File: src/rtl/whack_pkg.sv
// whack_pkg: shared state encoding and arithmetic helpers for the whack-a-mole controller
package whack_pkg;
  typedef enum logic [1:0] {IDLE, ARM, PLAY, OVER} state_t;
  localparam int MAX_LEVEL = 6;
  function automatic logic [3:0] popcount8(input logic [7:0] v);
    logic [3:0] c;
    c = '0;
    for (int i = 0; i < 8; i++) c = c + {3'b0, v[i]};
    return c;
  endfunction
  function automatic logic [26:0] reload_of(input int clk_hz, input int lvl);
    return 27'(clk_hz / (lvl + 1) - 1);
  endfunction
  // thresholds sit at 2*step, 3*step, ... so level 0 covers the first two steps
  function automatic logic [2:0] level_of(input logic [7:0] score, input int step);
    int q;
    q = int'(score) / step;
    return q < 2 ? 3'd0 : q > MAX_LEVEL + 1 ? 3'(MAX_LEVEL) : 3'(q - 1);
  endfunction
endpackage

File: src/rtl/whack_game_ctrl_if.sv
// whack_game_ctrl_if: player I/O, LFSR and display signals of the game controller
interface whack_game_ctrl_if;
  logic       start;
  logic [7:0] sw;
  logic [7:0] mole;
  logic       mole_step;
  logic [7:0] led;
  logic [7:0] score;
  logic [2:0] level;
  logic [3:0] misses;
  logic       playing;
  logic       game_over;
  modport master (output start, sw, mole, input mole_step, led, score, level, misses, playing, game_over);
  modport slave (input start, sw, mole, output mole_step, led, score, level, misses, playing, game_over);
endinterface

File: src/rtl/rate_tick_gen.sv
// rate_tick_gen: down-counter emitting a one-cycle tick at zero, reloading synchronously
module rate_tick_gen (
  input  logic        clk,
  input  logic        rst_n,
  input  logic        en,
  input  logic [26:0] reload,
  output logic        tick
);
  logic [26:0] cnt;
  assign tick = en && cnt == '0;
  always_ff @(posedge clk or negedge rst_n)
    if (!rst_n) cnt <= '0;
    else cnt <= (!en || tick) ? reload : cnt - 27'd1;
endmodule

File: src/rtl/whack_game_ctrl.sv
// whack_game_ctrl: round/level sequencer, hit scoring and miss counting for whack-a-mole
module whack_game_ctrl
  import whack_pkg::*;
#(
  parameter int CLK_HZ     = 100_000_000,
  parameter int NUM_MOLES  = 8,
  parameter int LEVEL_STEP = 10,
  parameter int MAX_MISSES = 8
) (
  input logic clk,
  input logic rst_n,
  whack_game_ctrl_if.slave bus
);
  localparam logic [26:0] RELOAD [8] = '{
    reload_of(CLK_HZ, 0), reload_of(CLK_HZ, 1), reload_of(CLK_HZ, 2), reload_of(CLK_HZ, 3),
    reload_of(CLK_HZ, 4), reload_of(CLK_HZ, 5), reload_of(CLK_HZ, 6), reload_of(CLK_HZ, 6)};
  state_t state, state_nxt;
  logic start_q, start_rise, tick, over, mole_step;
  logic [NUM_MOLES-1:0] sw_s1, sw_s2, sw_q, hit_mask, led, hits;
  logic [7:0] score, score_sat;
  logic [8:0] score_add;
  logic [3:0] misses, miss_sat;
  logic [4:0] miss_add;
  logic [2:0] level, next_level;
  assign start_rise = bus.start & ~start_q;
  assign hits       = sw_s2 & ~sw_q & led & ~hit_mask;
  assign score_add  = {1'b0, score} + {5'b0, popcount8(hits)};
  assign score_sat  = score_add[8] ? 8'hFF : score_add[7:0];
  // a hit landing on the tick cycle belongs to the closing window, so it is not a miss
  assign miss_add   = {1'b0, misses} + {1'b0, popcount8(led & ~(hit_mask | hits))};
  assign miss_sat   = miss_add[4] ? 4'hF : miss_add[3:0];
  assign over       = miss_sat >= 4'(MAX_MISSES);
  assign next_level = level_of(score, LEVEL_STEP);
  // reload at a tick must already use the level that the tick installs
  rate_tick_gen u_tick (
    .clk   (clk),
    .rst_n (rst_n),
    .en    (state == PLAY),
    .reload(RELOAD[state == PLAY ? next_level : 3'd0]),
    .tick  (tick)
  );
  always_ff @(posedge clk or negedge rst_n)
    if (!rst_n) state <= IDLE;
    else state <= state_nxt;
  always_comb begin
    state_nxt = state;
    mole_step = 1'b0;
    case (state)
      IDLE: state_nxt = start_rise ? ARM : IDLE;
      ARM: begin
        state_nxt = PLAY;
        mole_step = 1'b1;
      end
      PLAY: begin
        state_nxt = start_rise ? ARM : tick && over ? OVER : PLAY;
        mole_step = !start_rise && tick && !over;
      end
      default: state_nxt = start_rise ? ARM : OVER;
    endcase
  end
  always_ff @(posedge clk or negedge rst_n)
    if (!rst_n) begin
      start_q  <= 1'b0;
      sw_s1    <= '0;
      sw_s2    <= '0;
      sw_q     <= '0;
      hit_mask <= '0;
      led      <= '0;
      score    <= '0;
      misses   <= '0;
      level    <= '0;
    end else begin
      start_q <= bus.start;
      sw_s1   <= bus.sw;
      sw_s2   <= sw_s1;
      sw_q    <= sw_s2;
      if (state == ARM) begin
        hit_mask <= '0;
        led      <= '0;
        score    <= '0;
        misses   <= '0;
        level    <= '0;
      end else if (state == PLAY && !start_rise) begin
        score    <= score_sat;
        hit_mask <= tick ? '0 : hit_mask | hits;
        if (tick) begin
          misses <= miss_sat;
          led    <= over ? '0 : bus.mole;
          if (!over) level <= next_level;
        end
      end
    end
  assign bus.mole_step = mole_step;
  assign bus.led       = led;
  assign bus.score     = score;
  assign bus.level     = level;
  assign bus.misses    = misses;
  assign bus.playing   = state == PLAY;
  assign bus.game_over = state == OVER;
endmodule

File: src/flat_wrapper.sv
// flat-port wrapper written by rule: the top's interface ports become plain ports
module whack_game_ctrl_flat import whack_pkg::*;
#(
  parameter int CLK_HZ     = 100_000_000,
  parameter int NUM_MOLES  = 8,
  parameter int LEVEL_STEP = 10,
  parameter int MAX_MISSES = 8
)
  (clk, rst_n, bus_start, bus_sw, bus_mole, bus_mole_step, bus_led, bus_score, bus_level, bus_misses, bus_playing, bus_game_over);
  whack_game_ctrl_if bus_i ();
  input logic clk;
  input logic rst_n;
  input wire logic [$bits(bus_i.start)-1:0] bus_start;
  input wire logic [$bits(bus_i.sw)-1:0] bus_sw;
  input wire logic [$bits(bus_i.mole)-1:0] bus_mole;
  output wire logic [$bits(bus_i.mole_step)-1:0] bus_mole_step;
  output wire logic [$bits(bus_i.led)-1:0] bus_led;
  output wire logic [$bits(bus_i.score)-1:0] bus_score;
  output wire logic [$bits(bus_i.level)-1:0] bus_level;
  output wire logic [$bits(bus_i.misses)-1:0] bus_misses;
  output wire logic [$bits(bus_i.playing)-1:0] bus_playing;
  output wire logic [$bits(bus_i.game_over)-1:0] bus_game_over;
  assign bus_i.start = bus_start;
  assign bus_i.sw = bus_sw;
  assign bus_i.mole = bus_mole;
  assign bus_mole_step = bus_i.mole_step;
  assign bus_led = bus_i.led;
  assign bus_score = bus_i.score;
  assign bus_level = bus_i.level;
  assign bus_misses = bus_i.misses;
  assign bus_playing = bus_i.playing;
  assign bus_game_over = bus_i.game_over;
  whack_game_ctrl #(.CLK_HZ(CLK_HZ), .NUM_MOLES(NUM_MOLES), .LEVEL_STEP(LEVEL_STEP), .MAX_MISSES(MAX_MISSES)) u_core (.clk(clk), .rst_n(rst_n), .bus(bus_i));
endmodule
File: config.mk
export PLATFORM = sky130hd
export DESIGN_NAME = whack_game_ctrl_flat
export DESIGN_NICKNAME = d
export VERILOG_FILES = /design/src/rtl/whack_pkg.sv /design/src/rtl/whack_game_ctrl_if.sv /design/src/rtl/rate_tick_gen.sv /design/src/rtl/whack_game_ctrl.sv /design/src/flat_wrapper.sv
export SDC_FILE = /design/constraint.sdc
export NUM_CORES = 1
export LEC_CHECK = 0
export CAP_MARGIN = 40
export CORE_ASPECT_RATIO = 1.1
export CORE_UTILIZATION = 55
export CTS_CLUSTER_SIZE = 24
export DETAILED_ROUTE_END_ITERATION = 8
export PLACE_DENSITY = 0.86
export SETUP_SLACK_MARGIN = 0.02
export SLEW_MARGIN = 30
export SYNTH_ARGS = -nofsm -noshare
export SYNTH_HDL_FRONTEND = slang
export SYNTH_HIERARCHICAL = 1
export SYNTH_SLANG_ARGS = --single-unit
export TNS_END_PERCENT = 1
File: constraint.sdc
create_clock -name clk -period 5.3 [get_ports clk]
set_clock_uncertainty 0.05 [all_clocks]
set_input_delay 1.06 -clock clk [delete_from_list [all_inputs] [get_ports clk]]
set_output_delay 1.06 -clock clk [all_outputs]
set_load 0.005 [all_outputs]
==> metrics <==
CP Data Required Time 4.19 ns; Net Sw Frac 0.391; Post-Syn Area 0.00537 mm^2; leakage about 2.8 nW; cts hold-fix bufs 0; Clock Power Share 0.236; Worst Hold Class flip-flop to flip-flop; fin crit share 0.991; CTS Root Cell clkbuf_8; port buffer count 44; Layout Utilization 0.678; XOR/XNOR Fraction of Synth Area 0.0424; initial antenna violation count 0; DRT iter0 DRCs 276; Main synth FF type dfrtp_1; largest net degree at the start of global routing between 80 and 90; post-synthesis async set-or-reset flop share 1.00; CP Launch Point u_core/sw_s2[0]; FF-to-FF setup slack 0.10 ns; TritonCTS clock tree done; Post-synth EDFFs 0; CTS Buffer Depth 2; number of diodes 0; global-route congestion overflow total 0; post-synthesis compound-gate area fraction 0.173; Core ar. roughly 0.0094 mm^2; wire per inst roughly 17 um; max-slew violation count 0; power per cell area 381 mW/mm^2; status finished, final reports clean; Hold Vio Cnt, Final 0; commonest non-fill, non-tap cell in the layout dfrtp_1; Place WS -0.238 ns; critical path class flip-flop to primary output; setup violators final 0; R2R depth 29; area share of and/or/nand/nor cells after synthesis 0.233; final instance area around 0.0064 mm^2; most frequent cells in the layout dfrtp_1 (85), nand2_1 (48), nor2_1 (47), clkdlybuf4s50_1 (42), buf_4 (35); Initial DRT Pass Iterations 5; DR vias/cell 5.97; Final ANT Viol Nets 0; combinational share of power 0.395; largest family of logic cells by synthesized area simple AND/OR/NAND/NOR gates; library cells used by synthesis 78; die width around 96 um; fin nets ~670; Rel. slew slack 0.458; cell area after placement 0.00597 mm^2; Synth warnings 6; post-synthesis register bit count 85; crit path DAT 4.14 ns; Fmax 0.190 GHz; Max H-tree Level 3; Slew @ Worst Pin a little over 0.8 ns; number of global-route vias before repair 4418; CP Capture Point bus_mole_step; HPWL after DPL ~8800 um; max-cap viol count 0; Syn Nets 603; Worst-Skew Late Latency approximately 0.37 ns; Seq pwr share 0.369; Avg Cell Area, Syn 9.80 um^2; I/O pins 45; adder-cell share of the synthesized area 0.0997; RR Startpoint u_core/sw_s2[0]; first-pass GRT wire length 20700 um; Syn-to-layout area delta 18.6%; Startpoint Class flip-flop; gr usage total 0.263; CTS buffer count 9; Die H 106 um; mux cell area share after synthesis 0.00932; Net Sw Power 0.950 mW; layout cells sized above 1 0.180; Cell Rows 37; Final Routed Wirelength 12600 um; Internal Power 1.48 mW; worst setup slack after layout 0.0461 ns; Num Clock Sinks 85; RSZ-0062 raised after global routing yes; Post-Synthesis Cells 548; via count 4410; Seq/Total Area, Yosys 0.396; Initial Util 0.571; die area 0.0102 mm^2; fin crit period about 5.3 ns; CP Max Fanout 2; Final Wtd Congestion 0.880; CP endpoint kind primary output; RR Endpoint u_core/bus.level[1]; fillers 680; clock slew at reported path FFs 0.09 ns; Post-route DRC 0; Max VDD drop 0.213 mV
[critical path, stage by stage (launching register included)]
cell	delay, ns
dfrtp_1	0.37
nor2b_2	0.20
nor3b_2	0.07
fa_1	0.49
inv_1	0.05
fa_1	0.53
inv_1	0.06
fa_1	0.45
fa_2	0.38
fa_2	0.35
nand3b_1	0.16
o21ai_1	0.08
nand2_1	0.10
nor2_2	0.13
nor2_1	0.08
nor2b_1	0.14
buf_2	0.12
[timing repair]
item,4_1_cts,5_1_grt
resized for setup,10,3
pin swaps,4,0
buffers inserted,13,1
setup endpoints to repair,1,4
[sequential cells by signal, summed over array words and instances (netlist names), 2 cells and up]
| register | count |
|---|---|
| u_core/sw_s1 | 8 |
| u_core/bus.level | 3 |
| u_core/state | 2 |
| u_core/sw_s2 | 8 |
| u_core/sw_q | 8 |
| u_core/u_tick/cnt | 27 |
| u_core/bus.misses | 4 |
| u_core/bus.led | 8 |
| u_core/hit_mask | 8 |
| u_core/bus.score | 8 |
[metrics by stage]
step | hold WS [ns] | instances | total power [mW] | setup TNS, ns
2_1_floorplan | 0.281 | 548 | 1.62 | 0
3_3_place_gp | 0.284 | 708 | 1.81 | -0.144
3_5_place_dp | 0.285 | 708 | 1.85 | -0.238
4_1_cts | 0.307 | 737 | 2.43 | 0
5_1_grt | 0.324 | 739 | 2.60 | -0.357
6_report | 0.306 | 739 | 2.43 | 0
[per-layer routing]
layer / share of wire / track usage
met1: 0.43 / 0.347
met2: 0.50 / 0.428
met3: 0.040 / 0.0361
met4: 0.022 / 0.117
met5: 0 / 0
[worst min path at each step]
stage                               start         endpoint  slack (ns)  cells past startpoint
final                     u_core/sw_s1[3]  u_core/sw_s2[3]        0.31                      0
after global routing      u_core/sw_s1[6]  u_core/sw_s2[6]        0.32                      0
after CTS                 u_core/sw_s1[7]  u_core/sw_s2[7]        0.31                      0
after detailed placement  u_core/sw_s1[7]  u_core/sw_s2[7]        0.28                      0
after global placement    u_core/sw_s1[3]  u_core/sw_s2[3]        0.28                      0
after floorplan           u_core/sw_s1[0]  u_core/sw_s2[0]        0.28                      0
[power by group through the flow]
stage	clock network [mW]	registers [mW]	logic, mW
floorplan	0	0.863	0.759
global placement	0	0.899	0.907
detailed placement	0	0.907	0.942
CTS	0.582	0.894	0.950
global route	0.616	0.912	1.07
finish	0.572	0.896	0.960
[cell families (layout without fill, tap and decap cells)]
logic type      count (synthesis)  after routing
mux                             5              5
xor+xnor                       26             26
simple gates                  221            221
flops                          85             85
compound gates                124            124
fa+ha+maj                      37             37
buf+inv                        49            123
other cells                     1              1
[area by class of cell]
class	count	area (um^2)	share of cell area
inverter	27	101	0.0159
clock inverter	7	128	0.0200
multi-input combinational	414	3020	0.475
timing repair buffer	80	719	0.113
tap	117	146	0.0230
sequential	85	2130	0.334
clock buffer	9	124	0.0194
[synthesized netlist by cell type (all sizes together) (3+ instances only)]
cell	n	share of area
or4	4	0.0072
nand2b	6	0.0070
a21oi	23	0.022
mux2i	5	0.0093
buf	15	0.022
a21boi	3	0.0042
or3	7	0.010
nand3b	7	0.0098
nand4b	4	0.0093
nor4	10	0.016
nor3	23	0.024
and3	5	0.0068
and2	7	0.0086
o21a	3	0.0042
o21bai	5	0.0070
and3b	4	0.0065
o21ai	40	0.055
a21o	5	0.0075
dfrtp	85	0.40
a22o	8	0.013
ha	26	0.061
nor2b	17	0.021
nor2	48	0.034
fa	10	0.037
or3b	3	0.0049
xor2	8	0.013
nand4	5	0.0058
nand2	48	0.034
nor3b	7	0.0098
nand3	10	0.0093
a31oi	10	0.012
xnor2	18	0.029
inv	27	0.019
a211oi	8	0.012
clkbuf	7	0.0049
No activity file was read; power rests on OpenSTA's default activity.
